File: src/rtl/bit_count_scheduler.sv
// bit_count_scheduler
// Shares one ones-counting engine (shift register + counter) between two
// requesters with round-robin arbitration. Each requester holds req high
// until it sees its done bit; the count is returned on result.
//
// Handshake: req[i] is a level request. The engine samples req only in
// S_IDLE (ready=1); the winning operand is captured on that grant edge.
// grant[i] marks the owner for the whole operation and done[i] pulses for
// exactly one cycle when result becomes valid. Dropping req after the grant
// edge does not cancel the operation.
//
// Optional build macro: BITCOUNT_EARLY_EXIT_EN
//   defined     -> counting stops once the shift register is empty
//                  (variable latency, shift counter unused)
//   not defined -> counting always runs WIDTH shifts (fixed latency)
// The result value is the same in both builds.
module bit_count_scheduler #(
    parameter int WIDTH = 8,
    localparam int CW = $clog2(WIDTH + 1)
) (
    input  logic             clk,
    input  logic             reset,
    input  logic [1:0]       req,
    input  logic [WIDTH-1:0] in0,
    input  logic [WIDTH-1:0] in1,
    output logic             ready,
    output logic [1:0]       grant,
    output logic [1:0]       done,
    output logic [CW-1:0]    result,
    output logic [1:0]       dbg_state
);

    typedef enum logic [1:0] {
        S_IDLE  = 2'd0,
        S_COUNT = 2'd1,
        S_DONE  = 2'd2
    } state_t;

    state_t           state;
    logic [WIDTH-1:0] a;
    logic [CW-1:0]    cnt;
    logic [CW-1:0]    sc;
    logic             owner;
    logic             last;
    logic             winner;
    logic             terminate;

    assign dbg_state = state;

    // Round-robin pick: a lone requester wins outright, a tie goes to the
    // requester that was not served last.
    always_comb begin
        winner = 1'b0;
        case (req)
            2'b10:   winner = 1'b1;
            2'b11:   winner = ~last;
            default: winner = 1'b0;
        endcase
    end

`ifdef BITCOUNT_EARLY_EXIT_EN
    // Nothing left to count once the shift register has drained.
    assign terminate = (a == '0);
`else
    // Always shift the full operand width for a fixed latency.
    assign terminate = (sc == CW'(WIDTH));
`endif

    // Control FSM and shared datapath, with registered handshake outputs.
    always_ff @(posedge clk) begin
        if (reset) begin
            state  <= S_IDLE;
            a      <= '0;
            cnt    <= '0;
            sc     <= '0;
            result <= '0;
            owner  <= 1'b0;
            last   <= 1'b1;
            done   <= 2'b00;
            grant  <= 2'b00;
            ready  <= 1'b1;
        end else begin
            case (state)
                S_IDLE: begin
                    if (req != 2'b00) begin
                        a     <= winner ? in1 : in0;
                        cnt   <= '0;
                        sc    <= '0;
                        owner <= winner;
                        grant <= winner ? 2'b10 : 2'b01;
                        ready <= 1'b0;
                        state <= S_COUNT;
                    end
                end
                S_COUNT: begin
                    if (terminate) begin
                        result <= cnt;
                        done   <= grant;
                        state  <= S_DONE;
                    end else begin
                        cnt <= cnt + CW'(a[0]);
                        a   <= a >> 1;
                        sc  <= sc + 1'b1;
                    end
                end
                S_DONE: begin
                    last  <= owner;
                    done  <= 2'b00;
                    grant <= 2'b00;
                    ready <= 1'b1;
                    state <= S_IDLE;
                end
                default: begin
                    state <= S_IDLE;
                end
            endcase
        end
    end

endmodule

File: config.mk
export PLATFORM = sky130hd
export DESIGN_NAME = bit_count_scheduler
export DESIGN_NICKNAME = d
export VERILOG_FILES = /design/src/rtl/bit_count_scheduler.sv
export SDC_FILE = /design/constraint.sdc
export NUM_CORES = 1
export LEC_CHECK = 0
export CAP_MARGIN = 25
export CORE_ASPECT_RATIO = 2
export CORE_MARGIN = 8
export CORE_UTILIZATION = 35
export DETAILED_ROUTE_END_ITERATION = 7
export GPL_TIMING_DRIVEN = 1
export PLACE_DENSITY = 0.68
export SYNTH_ARGS = -nofsm -noshare
export SYNTH_HDL_FRONTEND = slang
export SYNTH_SLANG_ARGS = --single-unit
File: constraint.sdc
create_clock -name clk -period 3.4 [get_ports clk]
set_input_delay 0.68 -clock clk [delete_from_list [all_inputs] [get_ports clk]]
set_output_delay 0.68 -clock clk [all_outputs]
set_load 0.1 [all_outputs]
## Word-level counts from Yosys, hierarchy flattened

Index checks and enable logic that the tools add are counted.

| word-level totals | value |
|---|---|
| logic and storage cells | 52 |
| register bits | 29 |
| memories kept | 0 |
| output and inout bits | 11 |
| bits in latches | 0 |
| memory bits (read-only) | 0 |
| RAM bits | 0 |

| operators by class | value |
|---|---|
| bitwise gates (word level) | 1 |
| mux-type cells | 20 |
| add/subtract/negate cells | 2 |
| reductions and logical operators | 11 |
| shifts and indexed selects | 0 |
| divide/modulo/power cells | 0 |
| eq/ne operators | 8 |
| $mul | 0 |
| order comparisons | 0 |

Operator list:

| kind | count |
|---|---|
| $mux 8 | 3 |
| $pmux 4 s2 | 2 |
| $pmux 8 s2 | 1 |
| $mux 4 | 3 |
| $pmux 2 s2 | 3 |
| $mux 2 | 5 |
| $reduce_and 2->1 | 5 |
| $reduce_bool 2->1 | 4 |
| $eq 2x2->1 const B | 3 |
| $ne 2x2->1 const B | 3 |
| $add 4x1->4 | 1 |
| $add 4x1->4 const B | 1 |
| $eq 4x4->1 const B | 1 |
| $pmux 1 s2 | 2 |
| $reduce_and 3->1 | 1 |
| $eq 2x1->1 const B | 1 |
| $logic_not 2->1 | 1 |
| $mux 1 | 1 |
| $not 1->1 | 1 |

## Depth between registers and ports, before layout

| logic depth | value |
|---|---|
| depth in word-level cells | 5 |
| depth in mapped cells | 7 |

## Worst setup path before layout

Ideal clock, no wire load.

| path | value |
|---|---|
| path kind | reg2reg |
| from | reg state[0] (netlist: dbg_state[0]) |
| to | reg cnt[0] |
| period minus slack after synthesis | 2130 ps |
| arrival time | 2012 ps |
| stages on the path, launching flop included | 6 |
| data required time | 3283 ps |
| path slack | 1270 ps |
| setup time | 117 ps |
| cells stage by stage | dfxtp_1 -> nor2_1 -> a22oi_4 -> nor2_2 -> buf_6 -> a32o_1 |

| between the ends | value |
|---|---|
| word-level cells in the longest chain between the ends | 3 |
| elaborated cells on any way between the ends | 7 |
| classes of those cells | eq/ne: 3; mux: 1; reduce/logical: 3 |

RTL lines:

| what | RTL line | RTL |
|---|---|---|
| start, declared | 39 | `state_t state;` |
| start signal, assigned | 72 | `state <= S_IDLE;` |
| start signal, assigned | 92 | `state <= S_COUNT;` |
| start signal, assigned | 99 | `state <= S_DONE;` |
| $eq 2x1->1 / $logic_not 2->1 (equally long branches) | 83 | `case (state)` |
| $ne 2x2->1 (no line) / $reduce_bool 2->1 (equally long branches) | -- |  |
| $reduce_and 3->1 (no line) | -- |  |
| end signal, assigned | 101 | `cnt <= cnt + CW'(a[0]);` |
| end, declared | 41 | `logic [CW-1:0] cnt;` |

Several ways; a longest one is shown, not always the timed one.
A chain may end at the register's enable or synchronous reset.

## Final worst setup path

| path | value |
|---|---|
| from | reg done[0] |
| to | out done[0] |

RTL lines:

| what | RTL line | RTL |
|---|---|---|
| start, declared | 28 | `output logic [1:0] done,` |
| start signal, assigned | 98 | `done <= grant;` |

No word-level cell between the ends.

==> flow_metrics.tcl <==
set metrics [dict create \
    dp_hpwl_um 2460 \
    path_class "reg -> out" \
    drv_slew 0 \
    grt_remaining_overflow 0 \
    synth_fp_nets 173 \
    finalCritPeriodShare_pct 71.7 \
    start_util_pct 36.3 \
    p_leak_nw 0.662 \
    die_x_um 59.0 \
    finalSetupViolCount 0 \
    syn_area_per_cell_um2 8.69 \
    htreeDepth 2 \
    clock_latency_ns 0.28 \
    grt_pass1_wl_um 5340 \
    grt_start_max_net_pins 16 \
    hp-class "reg -> reg" \
    cts_tree "done" \
    yosysWarnings 0 \
    cp_cell_sequence "clkdlybuf4s50_1" \
    max-vdd-ir-drop_mv 0.324 \
    cts_hold_buffers 0 \
    layout-drive-gt1-share_pct 12.2 \
    nets 204 \
    cp_data_required_time_ns 2.72 \
    wl_per_cell_um 14.0 \
    ios 31 \
    port_buffers 30 \
    synth_area_um2 1290 \
    synth_seq_cells 29 \
    cts-root-buf "clkbuf_8" \
    via_count 1158 \
    crit_family "buffers and inverters" \
    rsz0062_at_grt "no" \
    ys_seq_area_share_pct 44.8 \
    cts-buffers-inserted 5 \
    end_kind "primary output" \
    drt_iter0_drc 14 \
    detail_route.vias_per_cell 5.03 \
    run_status "finished clean" \
    tightest_slew_ns 0.973 \
    grt_pass1_vias 1179 \
    maxCapViolCount 0 \
    max_freq_ghz 0.410 \
    critPathMaxStageDelay_ns 1.14 \
    crit_slowest_cell "clkdlybuf4s50_1" \
    clockBufferDepth 2 \
    die_h_um 102 \
    cts_resized 0 \
    crit_path_start_kind "flip-flop" \
    synth_area_leaders "dfxtp_1 45%, a21oi_1 10%, nand2_1 4.9%" \
    synth_area_leader_cell "dfxtp_1" \
    drc 0 \
    clkTransAtPathRegs_ns 0.06 \
    clock_sinks 29 \
    firstDrtPassIters 4 \
    crit_fanout 2 \
    rows 31 \
    fill_cells 371 \
    synthToLayoutAreaGrowth_pct 30.0 \
    fp.dieArea_um2 6020 \
    cp_data_arrival_time_ns 1.76 \
    gp_congestion 0.780 \
    ant_nets 0 \
    core_area_um2 3570 \
    post_cts_buffers 0 \
    slew_headroom_pct 34.9 \
    synth_top_area_share_pct 44.8 \
    powerDensity_nw_per_um2 465 \
    skew_ns 0.00565 \
    finalSetupTns_ns 0 \
    synth_cells 149 \
    track_usage_pct 11.7 \
    hold_viol 0 \
    fin_crit_ns 2.44 \
    drt-total-wl_um 3220 \
    yosysUniqueCellTypes 31 \
    fin_util_pct 47.2 \
    antenna_found_initial 0 \
    insertedDiodeCount 0 \
    path_buf_inv 1 \
]
==> placed cells by master, fill, tap and decap left out <==
| cell | count |
|---|---|
| nand2b_1 | 2 |
| nor3_1 | 4 |
| a21o_1 | 1 |
| clkbuf_8 | 5 |
| or2_4 | 1 |
| dfxtp_1 | 29 |
| nor2_2 | 1 |
| clkdlybuf4s50_1 | 21 |
| a21bo_2 | 1 |
| a21oi_1 | 27 |
| a211o_1 | 1 |
| nand3_1 | 2 |
| ha_1 | 4 |
| o211ai_1 | 2 |
| nor2_1 | 15 |
| inv_1 | 4 |
| and2b_4 | 1 |
| a21oi_4 | 1 |
| xnor2_1 | 1 |
| a2bb2oi_1 | 1 |
| a22o_1 | 7 |
| or3_1 | 4 |
| a21boi_1 | 1 |
| mux2i_1 | 1 |
| a32o_1 | 3 |
| nand2_1 | 17 |
| clkinv_2 | 2 |
| buf_4 | 9 |
| nand3b_1 | 2 |
| clkbuf_1 | 1 |
| and2b_1 | 1 |
| o21ai_0 | 8 |
| a22oi_4 | 1 |
==> synth_stat cells, drive strengths merged <==
cell type  count
nor3           4
a22o           7
nand2b         2
ha             4
a21o           1
o211ai         2
a2bb2oi        1
nand2         17
and2b          2
inv            4
nand3          2
xnor2          1
a21boi         1
o21ai          8
clkbuf         2
dfxtp         29
a21oi         28
or3            4
a32o           3
nor2          16
or2            1
a211o          1
a21bo          1
a22oi          1
nand3b         2
buf            4
mux2i          1
==> where the power goes <==
part           switching (mW)  internal, mW
clock                   0.132         0.141
sequential             0.0124         0.357
combinational          0.0834        0.0562
==> registers in the layout (all words and copies together), names as in the netlist <==
signal,flops
sc,4
last,1
result,4
dbg_state,2
grant,2
cnt,4
owner,1
ready,1
done,2
a,8
==> layer usage <==
metal	track usage, %	vias to the layer above	share of wire [%]
met1	10.9	537	36
met2	20.5	20	56
met5	0	-	0
met4	7.98	0	2.5
met3	4.29	7	5.2
li1	-	594	-
==> final timing paths <==
check,start,to,slack [ns],depth (start not counted)
setup / recovery,done[0]$_SDFFE_PP0P_,done[0],0.96,1
hold / removal,result[1]$_SDFFE_PP0P_,result[1]$_SDFFE_PP0P_,0.48,2
hold reg to reg,result[1]$_SDFFE_PP0P_,result[1]$_SDFFE_PP0P_,0.48,2
setup reg to reg,sc[0]$_SDFFE_PP0P_,cnt[1]$_SDFFE_PP0P_,1.45,6
==> through the flow <==
step	hold slack, ns	power (mW)	setup slack [ns]	cell area (um^2)	instances
6_report	0.482	0.783	0.963	1680	230
5_1_grt	0.497	0.814	0.923	1680	230
4_1_cts	0.482	0.787	0.937	1680	230
3_5_place_dp	0.468	0.517	1.09	1600	222
3_3_place_gp	0.457	0.513	1.15	1600	222
2_1_floorplan	0.437	0.472	1.27	1290	149
==> layout make-up <==
class,count,area [um^2],area share (%)
clock buffers,6,72.6,4.31
clock inverters,2,10.0,0.595
inverters,4,15.0,0.892
multi-input cells,110,666,39.6
flip-flops and latches,29,581,34.5
well taps,49,61.3,3.64
repair buffers,30,278,16.5
==> logic make-up (layout without fill, tap and decap cells) <==
| kind of cell | after synthesis | after routing | synth area share (%) |
|---|---|---|---|
| adder cells (fa/ha/maj) | 4 | 4 | 3.86 |
| flip-flops | 29 | 29 | 44.8 |
| buffers and inverters | 10 | 42 | 3.77 |
| XOR/XNOR | 1 | 1 | 0.676 |
| AO/OA/AOI/OAI | 54 | 54 | 27.9 |
| AND/OR/NAND/NOR | 50 | 50 | 18.2 |
| multiplexers | 1 | 1 | 0.773 |
Power figures use the tool's default switching activity.
